## src/rtl/dsp_16x16_fix14_16_signed_mul.sv

```systemverilog


module dsp_16x16_fix14_16_signed_adder #(
  parameter bit SATURATE = 1'b0,
  parameter bit TOP_SUB  = 1'b0,
  parameter bit BOT_SUB  = 1'b1
) (
  input  logic        sys_clk,
  input  logic        sys_rst,
  input  logic        dsp_CE,
  input  logic [15:0] dsp_A,
  input  logic [15:0] dsp_B,
  input  logic [15:0] dsp_C,
  input  logic [15:0] dsp_D,
  output logic [31:0] dsp_o
);

  logic [16:0] top_sum;
  logic [16:0] bot_sum;
  logic [15:0] top_val;
  logic [15:0] bot_val;

  assign top_sum = TOP_SUB ? ({dsp_C[15], dsp_C} - {dsp_A[15], dsp_A})
                           : ({dsp_C[15], dsp_C} + {dsp_A[15], dsp_A});
  assign bot_sum = BOT_SUB ? ({dsp_D[15], dsp_D} - {dsp_B[15], dsp_B})
                           : ({dsp_D[15], dsp_D} + {dsp_B[15], dsp_B});

  // A 17-bit lane overflowed 16 bits when its top two bits disagree.
  always_comb begin
    top_val = top_sum[15:0];
    bot_val = bot_sum[15:0];
    if (SATURATE) begin
      if (top_sum[16] != top_sum[15])
        top_val = top_sum[16] ? 16'h8000 : 16'h7FFF;
      if (bot_sum[16] != bot_sum[15])
        bot_val = bot_sum[16] ? 16'h8000 : 16'h7FFF;
    end
  end

  always_ff @(posedge sys_clk) begin
    if (sys_rst)
      dsp_o <= 32'h0000_0000;
    else if (dsp_CE)
      dsp_o <= {top_val, bot_val};
  end

endmodule

```

## config.mk

```make
export PLATFORM = sky130hd
export DESIGN_NAME = dsp_16x16_fix14_16_signed_adder
export DESIGN_NICKNAME = d
export VERILOG_FILES = /design/src/rtl/dsp_16x16_fix14_16_signed_mul.sv
export SDC_FILE = /design/constraint.sdc
export NUM_CORES = 1
export LEC_CHECK = 0
export CAP_MARGIN = 0
export CORE_UTILIZATION = 46
export CTS_BUF_LIST = sky130_fd_sc_hd__clkbuf_4 sky130_fd_sc_hd__clkbuf_8
export CTS_CLUSTER_SIZE = 8
export DETAILED_ROUTE_END_ITERATION = 8
export PLACE_DENSITY_LB_ADDON = 0.2
export SLEW_MARGIN = 10
export SYNTH_ARGS = -nofsm -noshare
export SYNTH_HDL_FRONTEND = slang
export SYNTH_SLANG_ARGS = --single-unit
```

## constraint.sdc

```tcl
create_clock -name sys_clk -period 3 [get_ports sys_clk]
set_input_delay 0.3 -clock sys_clk [delete_from_list [all_inputs] [get_ports sys_clk]]
set_output_delay 0.3 -clock sys_clk [all_outputs]
set_load 0.02 [all_outputs]
```

==> results.sh, run 1 <==
export IMPL_postCtsSetupBuffers=0
export IMPL_max_cap_violations=0
export IMPL_syn_nets=432
export IMPL_drive_gt1_frac=0.0512
export IMPL_dr_total_vias=2783
export IMPL_ff2ff_setup_slack_ns=2.19
export IMPL_fmax_mhz=391
export IMPL_path_clk_slew_ns=0.07
export IMPL_synth_cell_types=54
export IMPL_antenna_found_initial=0
export IMPL_reg2regPathDepth=2
export IMPL_reg_top3="dsp_o (32)"
export IMPL_antenna_cells=0
export IMPL_drc=0
export IMPL_synth_largest_area_cell="dfxtp_1"
export IMPL_syn_cell_area_um2=2640
export IMPL_cts_tree="built"
export IMPL_r2r_start="dsp_o[25]"
export IMPL_clock_latency_ns=0.27
export IMPL_cts_resized=0
export IMPL_drt_wirelength_per_cell_um=13.7
export IMPL_async_flop_share=0
export IMPL_firstDrtPassIters=4
export IMPL_grt_start_max_net_pins=29
export IMPL_skew_ns=0
export IMPL_die_h_um=77.7
export IMPL_syn_inst=333
export IMPL_core_area_um2=5510
export IMPL_largest_register="dsp_o"
export IMPL_crit_start="dsp_C[0]"
export IMPL_fin_util=0.684
export IMPL_min_period_ns=2.56
export IMPL_numClockSinks=32
export IMPL_drt_iter0_drc=145
export IMPL_rows=27
export IMPL_synth_edf_count=0
export IMPL_drt_total_wl_um=6880
export IMPL_min_period_over_period=0.853
export IMPL_yosys_top_cells_area="dfxtp_1 24%, ha_1 14%, nand2_1 5.3%"
export IMPL_grtUsageMet2=0.404
export IMPL_top_usage_layer="met2"
export IMPL_die_area_um2=6030
export IMPL_fin_tns_setup_ns=0
export IMPL_largest_reg_flops=32
export IMPL_start_util=0.479
export IMPL_ys_seq_area_frac=0.243
export IMPL_track_usage=0.235
export IMPL_start_kind="primary input"
export IMPL_hp_start="dsp_o[27]"
export IMPL_path_class="primary input to register"
export IMPL_cts_buffers=5
export IMPL_grt_pass1_vias=2500
export IMPL_worstSetupEndpointType="register"
export IMPL_worstMarginPinSlew_ns=0.718
export IMPL_rr_endpoint="dsp_o[25]"
export IMPL_syn_avg_cell_area_um2=7.91
export IMPL_holdWs_ns=0.459
export IMPL_grtUsageMet3=0.0282
export IMPL_slew_violations=0
export IMPL_power_density_nw_per_um2=390
export IMPL_synth_main_ff_cell="dfxtp_1"
export IMPL_gp_congestion=0.891
export IMPL_io_buffers=98
export IMPL_cts_hold_buffers=0
export IMPL_grt_overflow_total=0
export IMPL_required_ns=3.19
export IMPL_grt_setup_unrepaired="no"
export IMPL_hold_end="dsp_o[27]"
export IMPL_clock_root_buffer="clkbuf_8"
export IMPL_synth_top_area_frac=0.243
export IMPL_area_growth_pct=43.0
export IMPL_ys_ff_latch=32
export IMPL_die_x_um=77.7
export IMPL_power_leakage_nw=1.60
export IMPL_crit_fanout=3
export IMPL_nets=528
export IMPL_ios=99
export IMPL_yosys_warnings=0
export IMPL_grt_pass1_wl_um=11400
export IMPL_viasPerCell=5.54
export IMPL_cp_arrival_ns=2.75
export IMPL_status="finished, final reports clean"
export IMPL_hold_depth=2
export IMPL_setup_viol=0
export IMPL_maxSlewHeadroom=0.520
export IMPL_place_hpwl_um=5420
export IMPL_clockBufferDepth=2
export IMPL_hold_viol=0
export IMPL_htreeDepth=2
export IMPL_drtAntennaViolNets=0
export IMPL_hold_path_class="register to register"
export IMPL_p_total_mw=1.47
export IMPL_grt_util_met1=0.305
export IMPL_ir_drop_mv=0.209
export IMPL_fill_cells=456
## layout by cell type (no fill, tap or decap), drive strengths merged, types with 7 or more instances in the layout
cell | synthesis | routed
and3 | 7 | 7
clkdlybuf4s50 | 0 | 98
dfxtp | 32 | 32
a211oi | 7 | 7
inv | 21 | 21
xnor2 | 10 | 10
nand2 | 37 | 37
a21oi | 26 | 26
a21o | 8 | 8
ha | 30 | 30
o21ai | 20 | 20
mux2i | 10 | 10
nor3 | 7 | 7
nor2 | 29 | 29
## through the flow
| step | setup WS, ns | cells | cell area (um^2) |
|---|---|---|---|
| 2_1_floorplan | 0.746 | 333 | 2640 |
| 3_3_place_gp | 0.236 | 494 | 3680 |
| 3_5_place_dp | 0.154 | 494 | 3680 |
| 4_1_cts | 0.433 | 502 | 3770 |
| 5_1_grt | 0.315 | 502 | 3770 |
| 6_report | 0.441 | 502 | 3770 |
## Yosys cell counts, types with 10 or more instances
cell / number
o21ai_0: 17
xnor2_1: 10
nor2_1: 29
dfxtp_1: 32
inv_1: 21
a21oi_1: 24
clkbuf_1: 11
ha_1: 30
mux2i_1: 10
nand2_1: 37
## report_power, final
part	internal, mW	switching, mW	leakage (nW)	total (mW)
logic	0.311	0.312	1.29	0.623
clock network	0.183	0.167	0.0510	0.350
registers	0.471	0.0255	0.264	0.496
total	0.965	0.504	1.60	1.47
## kinds of logic after synthesis
family          share of synthesized area
mux                                0.0380
simple gates                        0.193
fa+ha+maj                           0.158
flops                               0.243
buf+inv                            0.0499
xor+xnor                           0.0532
compound gates                      0.265
## final cells by class
| class | count | area [um^2] | area share |
|---|---|---|---|
| Clock buffer | 6 | 82.6 | 0.0219 |
| Clock inverter | 2 | 10.0 | 0.00266 |
| Inverter | 21 | 78.8 | 0.0209 |
| Multi-Input combinational cell | 268 | 1860 | 0.494 |
| Sequential cell | 32 | 641 | 0.170 |
| Tap cell | 72 | 90.1 | 0.0239 |
| Timing Repair Buffer | 101 | 1000 | 0.266 |
## layer usage
layer	vias up	part of all wire
li1	1409	-
met3	11	0.055
met4	0	0.016
met5	-	0
met2	83	0.47
met1	1280	0.46
## how the worst max path moves through the flow
stage	endpoint	slack, ns	depth (start not counted)
after global placement	dsp_o[28]	0.24	9
after global routing	dsp_o[28]	0.31	9
after CTS	dsp_o[28]	0.43	9
final	dsp_o[28]	0.44	9
after floorplan	dsp_o[28]	0.75	8
after detailed placement	dsp_o[28]	0.15	9
## critical path, cell delays in order
cell	delay [ns]
clkdlybuf4s50_1	0.42
ha_1	0.22
fa_1	0.44
a211oi_2	0.28
o21ai_1	0.13
and2_1	0.20
and3_1	0.17
or4_1	0.50
o311ai_1	0.08
Note: power is estimated with default switching activity, not from simulation.
==> run 2, diff against run 1 <==
--- a/config.mk
+++ b/config.mk
@@ -6,7 +6,7 @@
 export NUM_CORES = 1
 export LEC_CHECK = 0
 export CAP_MARGIN = 0
-export CORE_UTILIZATION = 46
+export CORE_UTILIZATION = 42
 export CTS_BUF_LIST = sky130_fd_sc_hd__clkbuf_4 sky130_fd_sc_hd__clkbuf_8
 export CTS_CLUSTER_SIZE = 8
 export DETAILED_ROUTE_END_ITERATION = 8
==> constraint.sdc (replaced) <==
create_clock -name sys_clk -period 2.3 [get_ports sys_clk]
set_input_delay 0.23 -clock sys_clk [delete_from_list [all_inputs] [get_ports sys_clk]]
set_output_delay 0.23 -clock sys_clk [all_outputs]
set_load 0.02 [all_outputs]
==> results.sh, run 2 (same netlist as run 1, synthesis figures left out) <==
export IMPL_required_ns=2.48
export IMPL_crit_family="compound AO/OA/AOI/OAI gates"
export IMPL_clock_latency_ns=0.29
export IMPL_status="finished, final reports clean"
export IMPL_drtAntennaViolNets=0
export IMPL_area_growth_pct=55.7
export IMPL_cp_arrival_ns=2.39
export IMPL_max_cap_violations=0
export IMPL_hold_depth=2
export IMPL_rr_endpoint="dsp_o[28]"
export IMPL_rows=28
export IMPL_die_area_um2=6590
export IMPL_placed_area_um2=3940
export IMPL_core_area_um2=5990
export IMPL_dr_total_vias=2942
export IMPL_grt_pass1_vias=2674
export IMPL_setup_viol=0
export IMPL_start_util=0.440
export IMPL_ios=99
export IMPL_multi_input_area_um2=1910
export IMPL_final_cell_mix="98 x clkdlybuf4s50_1, 38 x buf_4, 37 x nand2_1, 32 x dfxtp_1"
export IMPL_largest_reg_flops=32
export IMPL_slew_violations=0
export IMPL_path_clk_slew_ns=0.07
export IMPL_track_usage=0.226
export IMPL_clockBufferDepth=2
export IMPL_viasPerCell=5.45
export IMPL_crit_chain="clkdlybuf4s50_1, inv_1, ha_1, fa_2, nor2b_1, o31a_1, o31ai_4, o22ai_2, mux2i_1, a221o_1"
export IMPL_antenna_found_initial=0
export IMPL_r2r_start="dsp_o[28]"
export IMPL_crit_fanout=4
export IMPL_fill_cells=520
export IMPL_power_density_nw_per_um2=512
export IMPL_fin_util=0.685
export IMPL_place_hpwl_um=5850
export IMPL_final_common_cell="clkdlybuf4s50_1"
export IMPL_drive_gt1_frac=0.142
export IMPL_seq_area_um2=641
export IMPL_cpPeakStageDelay_ns=0.46
export IMPL_final_cell_area_um2=4100
export IMPL_hp_start="dsp_o[27]"
export IMPL_drt_total_wl_um=7400
export IMPL_postCtsSetupBuffers=0
export IMPL_worstMarginPinSlew_ns=0.683
export IMPL_grt_overflow_total=0
export IMPL_gp_congestion=0.900
export IMPL_setup_ws_ns=0.0854
export IMPL_numClockSinks=32
export IMPL_placed_cells=532
export IMPL_ff2ff_setup_slack_ns=1.55
export IMPL_reg2regPathDepth=2
export IMPL_power_leakage_nw=1.78
export IMPL_drt_wirelength_per_cell_um=13.7
export IMPL_firstDrtPassIters=5
export IMPL_grt_setup_unrepaired="yes"
export IMPL_preCtsSetupSlack_ns=-0.399
export IMPL_cts_tree="built"
export IMPL_drc=0
export IMPL_min_period_over_period=0.963
export IMPL_fmax_mhz=452
export IMPL_ir_drop_mv=0.310
export IMPL_antenna_cells=0
export IMPL_worstSetupEndpointType="register"
export IMPL_start_kind="primary input"
export IMPL_path_class="primary input to register"
export IMPL_critPathSlowestCell="clkdlybuf4s50_1"
export IMPL_skew_ns=0
export IMPL_crit_buf_inv=2
export IMPL_die_h_um=81.2
export IMPL_nets=563
export IMPL_min_period_ns=2.21
export IMPL_cts_buffers=5
export IMPL_hold_end="dsp_o[27]"
export IMPL_hold_path_class="register to register"
export IMPL_largest_register="dsp_o"
export IMPL_stdcell_count=540
export IMPL_htreeDepth=2
export IMPL_die_x_um=81.2
export IMPL_reg_top3="dsp_o (32)"
export IMPL_drt_iter0_drc=112
export IMPL_clock_root_buffer="clkbuf_8"
export IMPL_maxSlewHeadroom=0.543
export IMPL_io_buffers=98
export IMPL_grt_pass1_wl_um=11700
export IMPL_hold_viol=0
export IMPL_grt_start_max_net_pins=29
run 2: power breakdown:
part           internal, mW  leakage (nW)  switching, mW
Sequential            0.614         0.264         0.0334
Combinational         0.474          1.46          0.435
Clock                 0.320        0.0541          0.222
run 2: what timing repair did:
item                                    in CTS  in global routing
pin swaps                                    2                  8
endpoints found under the setup margin       1                  4
gates resized for setup                      1                 10
hold buffers                                 0                  0
run 2: worst min-delay path, stage by stage (launching register included):
cell	delay [ns]
dfxtp_1	0.33
nand2_1	0.05
o21ai_0	0.06
run 2: layer usage:
layer  GRT usage  wire length, um
met3      0.0315              401
met2       0.391             3540
met5           0                0
met1       0.279             3240
met4      0.0929              214
run 2: area by class of cell:
class,count,area share
inverter,21,0.0192
tap,75,0.0229
timing repair buffer,136,0.309
multi-input combinational,268,0.466
clock inverter,3,0.0104
clock buffer,5,0.0168
sequential,32,0.156
run 2: through the flow:
stage | setup TNS, ns | hold slack (ns) | power, mW
2_1_floorplan | 0 | 0.444 | 1.14
3_5_place_dp | -2.09 | 0.454 | 1.55
3_3_place_gp | -1.50 | 0.447 | 1.53
6_report | 0 | 0.469 | 2.10
5_1_grt | -0.0600 | 0.484 | 2.21
4_1_cts | 0 | 0.471 | 2.09
run 2: how the worst max path moves through the flow:
stage                     cells past startpoint        end  slack [ns]     start
after floorplan                               8  dsp_o[28]        0.12  dsp_A[0]
after global placement                        9  dsp_o[28]       -0.34  dsp_A[0]
after detailed placement                      9  dsp_o[28]       -0.40  dsp_A[0]
after global routing                         10  dsp_o[12]       -0.04  dsp_D[0]
after CTS                                     9  dsp_o[28]       0.003  dsp_A[0]
final                                        10  dsp_o[14]        0.09  dsp_D[0]
==> run 3, diff against run 2 <==
--- a/config.mk
+++ b/config.mk
@@ -6,6 +6,7 @@
 export NUM_CORES = 1
 export LEC_CHECK = 0
 export CAP_MARGIN = 0
+export CORE_MARGIN = 5
 export CORE_UTILIZATION = 42
 export CTS_BUF_LIST = sky130_fd_sc_hd__clkbuf_4 sky130_fd_sc_hd__clkbuf_8
 export CTS_CLUSTER_SIZE = 8
==> results.sh, run 3 (same netlist as run 1, synthesis figures left out) <==
export IMPL_drt_iter0_drc=111
export IMPL_slew_violations=0
export IMPL_critPathSlowestCell="clkdlybuf4s50_1"
export IMPL_hold_depth=4
export IMPL_htreeDepth=2
export IMPL_holdWs_ns=0.380
export IMPL_final_common_cell="clkdlybuf4s50_1"
export IMPL_clock_root_buffer="clkbuf_8"
export IMPL_ios=99
export IMPL_worstMarginPinSlew_ns=0.701
export IMPL_antenna_cells=0
export IMPL_ff2ff_setup_slack_ns=1.54
export IMPL_skew_ns=0
export IMPL_area_growth_pct=55.9
export IMPL_gp_congestion=0.867
export IMPL_hold_end="dsp_o[16]"
export IMPL_clockBufferDepth=2
export IMPL_worstSetupEndpointType="register"
export IMPL_grt_pass1_wl_um=12500
export IMPL_status="finished, final reports clean"
export IMPL_largest_reg_flops=32
export IMPL_drtAntennaViolNets=0
export IMPL_crit_chain="clkdlybuf4s50_1, inv_1, ha_1, nor2b_2, o31a_1, nor4_1, o21ai_1, a2111oi_1, nand3b_1"
export IMPL_reg2regPathDepth=2
export IMPL_viasPerCell=5.34
export IMPL_die_area_um2=7960
export IMPL_cts_tree="built"
export IMPL_final_cell_mix="96 x clkdlybuf4s50_1, 38 x buf_4, 37 x nand2_1, 32 x dfxtp_1"
export IMPL_fmax_mhz=455
export IMPL_track_usage=0.194
export IMPL_start_util=0.437
export IMPL_largest_register="dsp_o"
export IMPL_crit_fanout=4
export IMPL_drt_total_wl_um=7700
export IMPL_fin_tns_setup_ns=0
export IMPL_dr_total_vias=2883
export IMPL_numClockSinks=32
export IMPL_path_class="primary input to register"
export IMPL_setup_viol=0
export IMPL_die_h_um=89.2
export IMPL_place_hpwl_um=6080
export IMPL_grt_setup_unrepaired="yes"
export IMPL_r2r_start="dsp_o[28]"
export IMPL_start_kind="primary input"
export IMPL_hold_viol=0
export IMPL_cp_arrival_ns=2.41
export IMPL_hold_path_class="primary input to register"
export IMPL_fill_cells=533
export IMPL_min_period_ns=2.20
export IMPL_core_area_um2=6030
export IMPL_clock_latency_ns=0.28
export IMPL_stdcell_count=540
export IMPL_antenna_found_initial=0
export IMPL_rr_endpoint="dsp_o[28]"
export IMPL_drt_wirelength_per_cell_um=14.3
export IMPL_power_density_nw_per_um2=511
export IMPL_cpPeakStageDelay_ns=0.46
export IMPL_grt_overflow_total=0
export IMPL_grt_pass1_vias=2814
export IMPL_firstDrtPassIters=5
export IMPL_drive_gt1_frac=0.140
export IMPL_min_period_over_period=0.955
export IMPL_io_buffers=98
export IMPL_path_clk_slew_ns=0.07
export IMPL_drc=0
export IMPL_cts_buffers=5
export IMPL_hp_start="dsp_A[0]"
export IMPL_rows=28
export IMPL_power_leakage_nw=1.81
export IMPL_ir_drop_mv=0.315
export IMPL_nets=563
export IMPL_placed_cells=530
export IMPL_maxSlewHeadroom=0.531
export IMPL_max_cap_violations=0
export IMPL_required_ns=2.52
export IMPL_die_x_um=89.2
export IMPL_grt_start_max_net_pins=29
export IMPL_reg_top3="dsp_o (32)"
==> run 3: per-stage QoR <==
stage | util | worst slack, ns | cell area, um^2 | total power, mW
floorplan | - | 0.116 | 2640 | 1.14
global placement | 0.652 | -0.349 | 3930 | 1.53
detailed placement | 0.652 | -0.441 | 3930 | 1.54
CTS | 0.671 | 0.00349 | 4040 | 2.09
global route | 0.682 | -0.00787 | 4110 | 2.24
finish | 0.682 | 0.103 | 4110 | 2.10
==> run 3: routing by layer <==
metal  global-route usage  vias to the layer above  part of all wire
met5                    0                        -                 0
met4               0.0582                        0             0.015
met3               0.0286                       10             0.061
met2                0.334                       80              0.49
met1                0.251                     1314              0.44
li1                     -                     1479                 -
==> run 3: worst max-delay path by stage <==
stage	start	end	cells after the start
floorplan	dsp_A[0]	dsp_o[28]	8
global placement	dsp_A[0]	dsp_o[28]	9
detailed placement	dsp_A[0]	dsp_o[28]	9
CTS	dsp_A[0]	dsp_o[28]	9
global route	dsp_B[2]	dsp_o[12]	9
finish	dsp_B[2]	dsp_o[12]	9
==> run 3: what timing repair did <==
action                     in CTS  in global routing
gates resized for setup         2                 12
buffers inserted                0                  2
pin swaps                       2                  8
setup endpoints to repair       2                  3
hold buffers                    0                  0
==> run 3: worst max-delay path: cells and delay by family <==
kind / cells / cell delay (ns)
AOI/OAI and AO/OA: 3 / 0.88
and+or+nand+nor: 3 / 0.51
buffers and inverters: 2 / 0.50
adders and majority gates: 1 / 0.29
==> run 3: cell type report <==
cell class,instances,area [um^2],share of cell area
Sequential cell,32,641,0.156
Clock inverter,2,35.0,0.00853
Timing Repair Buffer,136,1270,0.309
Tap cell,75,93.8,0.0228
Multi-Input combinational cell,268,1910,0.466
Clock buffer,6,76.3,0.0186
Inverter,21,78.8,0.0192
==> run 3: power breakdown <==
part	internal [mW]	switching, mW	total, mW
registers	0.614	0.0324	0.647
clock network	0.333	0.210	0.544
logic	0.475	0.433	0.908
